File: src/rtl/imem_loader.sv
// Loads a big-endian byte stream (16-bit word count, then words) into instruction memory; holds the CPU in reset until finished.
// Latency: one memory write per 4 accepted bytes; start_i to done_o is at least 4 + 4*N cycles.
// Backpressure: in_ready_o is high only during the header and data phases, and bytes offered at other times are not consumed.
module imem_loader #(
  parameter int ADDR_WIDTH = 8
) (
  input  logic                  clk_i,
  input  logic                  rst_i,
  input  logic                  start_i,
  input  logic                  in_valid_i,
  input  logic [7:0]            in_data_i,
  output logic                  in_ready_o,
  output logic                  mem_we_o,
  output logic [ADDR_WIDTH-1:0] mem_addr_o,
  output logic [31:0]           mem_data_o,
  output logic                  cpu_rst_n_o,
  output logic                  done_o,
  output logic                  len_err_o
);

  // Number of instruction words the memory holds. One spare bit keeps N = DEPTH representable.
  localparam logic [16:0]       DEPTH  = 17'(1) << ADDR_WIDTH;
  localparam logic [ADDR_WIDTH:0] WC_ONE = {{ADDR_WIDTH{1'b0}}, 1'b1};

  typedef enum logic [2:0] {
    IDLE,
    LEN_HI,
    LEN_LO,
    DATA,
    FLUSH,
    DONE
  } state_t;

  state_t                state_q, state_d;
  logic [7:0]            len_hi_q, len_hi_d;
  logic [15:0]           len_q, len_d;
  logic [1:0]            byte_cnt_q, byte_cnt_d;
  logic [ADDR_WIDTH:0]   word_cnt_q, word_cnt_d;
  logic [23:0]           word_q, word_d;
  logic                  we_d;
  logic [ADDR_WIDTH-1:0] addr_d;
  logic [31:0]           data_d;
  logic                  cpu_rst_n_d;
  logic                  done_d;
  logic                  len_err_d;

  logic                  xfer;
  logic [15:0]           hdr_n;
  logic [ADDR_WIDTH:0]   wc_inc;

  // Ready is decoded from registered state only, so it never depends on in_valid_i.
  assign in_ready_o = (state_q == LEN_HI) || (state_q == LEN_LO) || (state_q == DATA);
  assign xfer       = in_valid_i && in_ready_o;
  assign hdr_n      = {len_hi_q, in_data_i};
  assign wc_inc     = word_cnt_q + WC_ONE;

  // State register.
  always_ff @(posedge clk_i or negedge rst_i) begin
    if (!rst_i) state_q <= IDLE;
    else        state_q <= state_d;
  end

  // Next state plus next values of counters, word assembly and the registered outputs.
  always_comb begin
    state_d     = state_q;
    len_hi_d    = len_hi_q;
    len_d       = len_q;
    byte_cnt_d  = byte_cnt_q;
    word_cnt_d  = word_cnt_q;
    word_d      = word_q;
    we_d        = 1'b0;
    addr_d      = mem_addr_o;
    data_d      = mem_data_o;
    cpu_rst_n_d = cpu_rst_n_o;
    done_d      = done_o;
    len_err_d   = len_err_o;
    case (state_q)
      IDLE: begin
        if (start_i) state_d = LEN_HI;
      end
      LEN_HI: begin
        if (xfer) begin
          len_hi_d = in_data_i;
          state_d  = LEN_LO;
        end
      end
      LEN_LO: begin
        if (xfer) begin
          len_d = hdr_n;
          if (hdr_n == 16'd0) begin
            state_d = DONE;
          end else if ({1'b0, hdr_n} > DEPTH) begin
            // Image cannot fit: flag it and write nothing.
            len_err_d = 1'b1;
            state_d   = DONE;
          end else begin
            byte_cnt_d = 2'd0;
            word_cnt_d = '0;
            state_d    = DATA;
          end
        end
      end
      DATA: begin
        if (xfer) begin
          byte_cnt_d = byte_cnt_q + 2'd1;
          word_d     = {word_q[15:0], in_data_i};
          if (byte_cnt_q == 2'd3) begin
            we_d       = 1'b1;
            data_d     = {word_q, in_data_i};
            addr_d     = word_cnt_q[ADDR_WIDTH-1:0];
            word_cnt_d = wc_inc;
            if (17'(wc_inc) == {1'b0, len_q}) state_d = FLUSH;
          end
        end
      end
      FLUSH: begin
        // One cycle after the final write strobe, so the CPU cannot fetch a stale word.
        cpu_rst_n_d = 1'b1;
        done_d      = 1'b1;
        state_d     = DONE;
      end
      DONE: begin
        if (start_i) begin
          cpu_rst_n_d = 1'b0;
          done_d      = 1'b0;
          len_err_d   = 1'b0;
          state_d     = LEN_HI;
        end else begin
          done_d      = 1'b1;
          cpu_rst_n_d = !len_err_o;
        end
      end
      default: state_d = IDLE;
    endcase
  end

  // Datapath and output registers; reset abandons any partial load and holds the CPU in reset.
  always_ff @(posedge clk_i or negedge rst_i) begin
    if (!rst_i) begin
      len_hi_q    <= '0;
      len_q       <= '0;
      byte_cnt_q  <= '0;
      word_cnt_q  <= '0;
      word_q      <= '0;
      mem_we_o    <= 1'b0;
      mem_addr_o  <= '0;
      mem_data_o  <= '0;
      cpu_rst_n_o <= 1'b0;
      done_o      <= 1'b0;
      len_err_o   <= 1'b0;
    end else begin
      len_hi_q    <= len_hi_d;
      len_q       <= len_d;
      byte_cnt_q  <= byte_cnt_d;
      word_cnt_q  <= word_cnt_d;
      word_q      <= word_d;
      mem_we_o    <= we_d;
      mem_addr_o  <= addr_d;
      mem_data_o  <= data_d;
      cpu_rst_n_o <= cpu_rst_n_d;
      done_o      <= done_d;
      len_err_o   <= len_err_d;
    end
  end

endmodule
File: config.mk
export PLATFORM = sky130hd
export DESIGN_NAME = imem_loader
export DESIGN_NICKNAME = d
export VERILOG_FILES = /design/src/rtl/imem_loader.sv
export SDC_FILE = /design/constraint.sdc
export NUM_CORES = 1
export LEC_CHECK = 0
export ABC_AREA = 1
export CAP_MARGIN = 20
export CORE_MARGIN = 2
export CORE_UTILIZATION = 35
export DETAILED_ROUTE_END_ITERATION = 12
export GPL_TIMING_DRIVEN = 1
export PLACE_DENSITY = 0.64
export SLEW_MARGIN = 15
export SYNTH_ARGS = -nofsm -noshare
export SYNTH_HDL_FRONTEND = slang
export SYNTH_SLANG_ARGS = --single-unit
File: constraint.sdc
create_clock -name clk_i -period 2.2 [get_ports clk_i]
set_input_delay 0.44 -clock clk_i [delete_from_list [all_inputs] [get_ports clk_i]]
set_output_delay 0.44 -clock clk_i [all_outputs]
set_load 0.02 [all_outputs]
Word-level counts from Yosys, hierarchy flattened:

Cells that the tools add are included.

* bits in registers: 106
* input port bits: 12
* output and inout bits: 45

* equality and inequality tests: 17
* add/subtract/negate cells: 2
* mux-type cells: 32
* reduce and logical (&&, ||, !) cells: 18
* order comparisons: 1

Operator list (number)
* 9-bit 2-to-1 mux: 5
* 3-bit 2-to-1 mux: 8
* 9-bit case mux with 2 select lines: 1
* 9-bit by 16-bit == test with 1-bit output: 1
* 16-bit by 9-bit > comparator with 1-bit output (second input constant): 1
* 16-bit zero test: 1
* 3-bit case mux with 5 select lines: 1
* 2-bit inequality test (second input constant): 6
* 6-bit AND reduction: 2
* 5-bit AND reduction: 2
* 9-bit by 1-bit adder with 9-bit output (second input constant): 1
* 1-bit 2-to-1 mux: 9
* 2-bit 2-to-1 mux: 4
* 2-bit by 1-bit inequality test with 1-bit output (second input constant): 4
* 3-bit by 2-bit == test with 1-bit output (second input constant): 2
* 3-bit == test (second input constant): 2
* 1-bit case mux with 2 select lines: 3
* 2-bit AND reduction: 3
* 2-bit nonzero test: 3
* 2-bit case mux with 2 select lines: 1
* 3-bit by 1-bit == test with 1-bit output (second input constant): 1
* 3-bit zero test: 1
* 3-bit AND reduction: 1
* 2-bit by 1-bit adder with 2-bit output (second input constant): 1
* other kinds (5): 6

Depth between registers and ports, before layout:

* word-level depth: 6
* depth in mapped cells: 14
* mapped depth without buffers: 14

Least setup slack after synthesis:

Ideal clock, no wire load.

* kind: reg-to-reg
* from: reg word_cnt_q[0]
* to: reg state_q[0]
* data required time: 2.083 ns
* setup slack: 0.553 ns
* library setup time: 0.117 ns
* stages on the path, launching flop included: 15
* data arrival time: 1.530 ns
* path buffers: 0
* cells stage by stage: dfrtp_1 > ha_1 > nand3_2 > nor2_4 > nand2_1 > nand2_1 > nand2_1 > nand2_1 > nand2_1 > nor2_1 > nand2_1 > nand2_2 > nand2_2 > nand2_1 > nand2_1

* longest elaborated chain between the ends: 4

Ends and longest elaborated chain
* start: declaration: RTL line 38 `logic [ADDR_WIDTH:0] word_cnt_q, word_cnt_d;`
* start signal: assignment: RTL line 155 `word_cnt_q <= word_cnt_d;`
* 9-bit by 1-bit adder with 9-bit output: RTL line 55 `assign wc_inc = word_cnt_q + WC_ONE;`
* 9-bit by 16-bit == test with 1-bit output: RTL line 112 `if (17'(wc_inc) == {1'b0, len_q}) state_d = FLUSH;`
* 2-bit by 1-bit inequality test with 1-bit output (no source line)
* 6-bit AND reduction (no source line)
* end signal: assignment: RTL line 60 `else state_q <= state_d;`
* end: declaration: RTL line 34 `state_t state_q, state_d;`

Every way passes these cells.
A chain may end at the register's enable or synchronous reset.

Worst setup path in the final report:

* from: reg state_q[0]
* to: out in_ready_o

* longest elaborated chain between the ends: 3
* elaborated cells between the ends (all ways): 5

Ends and longest elaborated chain
* 3-bit by 1-bit == test with 1-bit output / 3-bit by 2-bit == test with 1-bit output (equally long branches): RTL line 52 `assign in_ready_o = (state_q == LEN_HI) || (state_q == LEN_LO) || (state_q == DATA);`
* 1-bit logical OR: RTL line 52
* 1-bit logical OR *: RTL line 52
* end: declaration: RTL line 12 `output logic in_ready_o,`

Mark *: on every way between the ends. The rest lies on a longest branch, timed or not.

==> metrics.txt <==
Final Hold Vio Count=0; CP startpoint=state_q[0]; Seq cells post-synth=~110; Logic pwr share=33.9%; syn nets=between 500 and 600; nets@finish=606; worst r2r src=word_cnt_q[1]; Inserted Diodes=0; fin. max-slew vios=0; DR pass1 iterations=5; Cell Area, Synth=4560 sq um; PwrDens=roughly 1300 nW/um^2; Sum Neg Setup Slack=0 ns; Overall Power=around 0.0074 W; post-synthesis average cell area=around 8.6 sq um; cts hold-fix bufs=0; total gr overflow=0; worst reg2reg setup slack=approximately 0.28 ns; H-tree levels=3; CTS root buf=clkbuf_16; Cell Chain, Critical Path=inv_1, a21oi_2, dlygate4sd2_1; Die Wd=118 um; WL/cell=roughly 13 um; die area=13900 sq um; CTS tree=done; gr usage total=approximately 15%; fin cells=769; clock tree buffer depth=2; status=complete, no violations; final WL=10100 um; max cap viols=0; Critical R2R Capture=state_q[0]; Net Sw Frac=between 30% and 40%; CP Max Fanout=6; Crit path largest cell delay=0.45 ns; first-pass GRT wire length=between 15000 and 20000 um; area grow syn2layout=24.3%; vias in the first global route=3385; residual DRC count=0; Initial Utilization=36.0%; Synth cell types=29; Worst setup endpoint=in_ready_o; Clock Sinks=106; sequential area share after synthesis=58.2%; P_sw=0.00261 W; YS warnings=0; Core ar.=12700 sq um; Setup crit end kind=output port; Setup Skew=0.00513 ns; antenna-violating nets left=0; Max transition margin=62.9%; Tightest Pin Transition=0.556 ns; via-per-instance ratio=about 4.7; CP startpoint kind=register; Final setup viols=0; worst hold path class=in -> async; post-CTS sizing=1; Worst EP arrival=around 1.5 ns; CP Class=reg -> out; stages on the worst setup path=3; crit share post-route=about nine tenths; largest net degree at the start of global routing=71; routed via count=around 3600; RSZ-0062 raised after global routing=false; Worst EP required=1.76 ns; fmax=0.513 GHz; most frequent cells in the layout=nand2_1, dfrtp_1, inv_1, clkdlybuf4s50_1, o21ai_0; R2R cell count=14; CP Buf/Inv Count=2; die height=118 um; I/O Buffers=56; fin crit period=1.95 ns; most common cell after layout, fill and taps aside=nand2_1; clock latency at the later pin of the worst-skew pair=0.34 ns; Peak supply drop=between 0.6 and 0.7 mV; IO Pins=57; Initial DRC Count=roughly 250; Worst-path clk slew=0.07 ns; DPL Wire Length=7440 um; crit-path leading delay family=buffers and inverters; Internal Power=0.00479 W; Final GP Congestion=0.806; Critical Path Slowest Stage Cell=dfrtp_1; postcts setup bufs=0; Row Count=41; layout cells sized above 1=under 10%; Flop pwr share=43.2%; P_leak=2.73 nW; initial antenna violation count=0; Post-Synthesis Cells=531; final core utilization=roughly 45%; Fin Hold WS=0.0830 ns; power share of the clock group=22.9%; CTS Buf Count=9; Placed Cells=753
==> metrics by stage <==
| stage | setup WS [ns] | cell area (sq um) |
|---|---|---|
| final | 0.250 | 5660 |
| after global routing | 0.0216 | 5660 |
| after CTS | 0.242 | 5660 |
| after detailed placement | -0.00973 | 5350 |
| after global placement | 0.0455 | 5350 |
| after floorplan | 0.553 | 4560 |
==> power groups by stage <==
stage          Sequential, W  Clock, W  Combinational, W
6_report             0.00320   0.00169           0.00251
5_1_grt              0.00329   0.00181           0.00282
4_1_cts              0.00320   0.00173           0.00254
3_5_place_dp         0.00323         0           0.00253
3_3_place_gp         0.00321         0           0.00249
2_1_floorplan        0.00346         0           0.00115
==> cell type report <==
| class | instances | area, sq um |
|---|---|---|
| clock buffer | 10 | 229 |
| timing repair buffer | 68 | 672 |
| tap | 172 | 215 |
| multi-input combinational | 342 | 1560 |
| sequential | 106 | 2650 |
| fill | 1267 | 7010 |
| clock inverter | 6 | 90.1 |
| inverter | 65 | 246 |
==> worst register-to-register path: stages, from the launching register on <==
cell and delay [ns]:
dfrtp_1 0.42, ha_1 0.30, nand2_1 0.16, inv_1 0.09, nand3_1 0.10, nand2_1 0.09, nand3_1 0.07, nand2_1 0.07
nand2_1 0.05, nor2_1 0.11, nand2_1 0.09, nand2_2 0.10, nand2_2 0.06, nand2_1 0.06, nand2_1 0.05
==> Yosys cell counts, drive strengths merged <==
| library cell | instances | area share, % |
|---|---|---|
| o21ai | 84 | 9.2 |
| buf | 10 | 1.5 |
| nor2 | 25 | 2.8 |
| nor3 | 4 | 0.55 |
| a21oi | 2 | 0.30 |
| nand2 | 189 | 16 |
| o22ai | 1 | 0.14 |
| nand3b | 3 | 0.49 |
| clkbuf | 8 | 0.66 |
| nand3 | 20 | 2.3 |
| nand4 | 9 | 1.4 |
| clkinv | 1 | 0.082 |
| inv | 64 | 5.3 |
| a22o | 1 | 0.19 |
| dfrtp | 106 | 58 |
| o2111ai | 1 | 0.19 |
| ha | 2 | 0.55 |
| a221oi | 1 | 0.33 |
==> worst min-delay path by stage <==
stage | startpoint | end | slack, ns
floorplan | rst_i | byte_cnt_q[0] | 0.14
global placement | mem_data_o[27] | mem_data_o[27] | 0.45
detailed placement | mem_data_o[25] | mem_data_o[25] | 0.46
CTS | rst_i | mem_data_o[9] | 0.1
global route | rst_i | mem_data_o[9] | 0.13
finish | rst_i | mem_data_o[9] | 0.08
==> sequential cells by signal (all words and copies together) (netlist names), 2 cells and up <==
name        cells
mem_data_o     32
word_q         24
len_q          16
word_cnt_q      9
len_hi_q        8
mem_addr_o      8
state_q         3
byte_cnt_q      2
==> cell families (layout without fill, tap and decap cells) <==
logic type	after synthesis	count (layout)	share of synthesized area, %
AO/OA/AOI/OAI	90	90	10.4
adder cells (fa/ha/maj)	2	2	0.549
buffers and inverters	83	149	7.58
AND/OR/NAND/NOR	250	250	23.3
flip-flops	106	106	58.2
==> layer usage <==
metal	vias up	GRT usage [%]	part of all wire [%]
met5	-	0	0
met4	0	3.99	1.1
met3	15	3.78	3.9
met2	72	22.7	44
met1	1719	22.1	51
li1	1800	-	-
No activity file was read; power rests on OpenSTA's default activity.
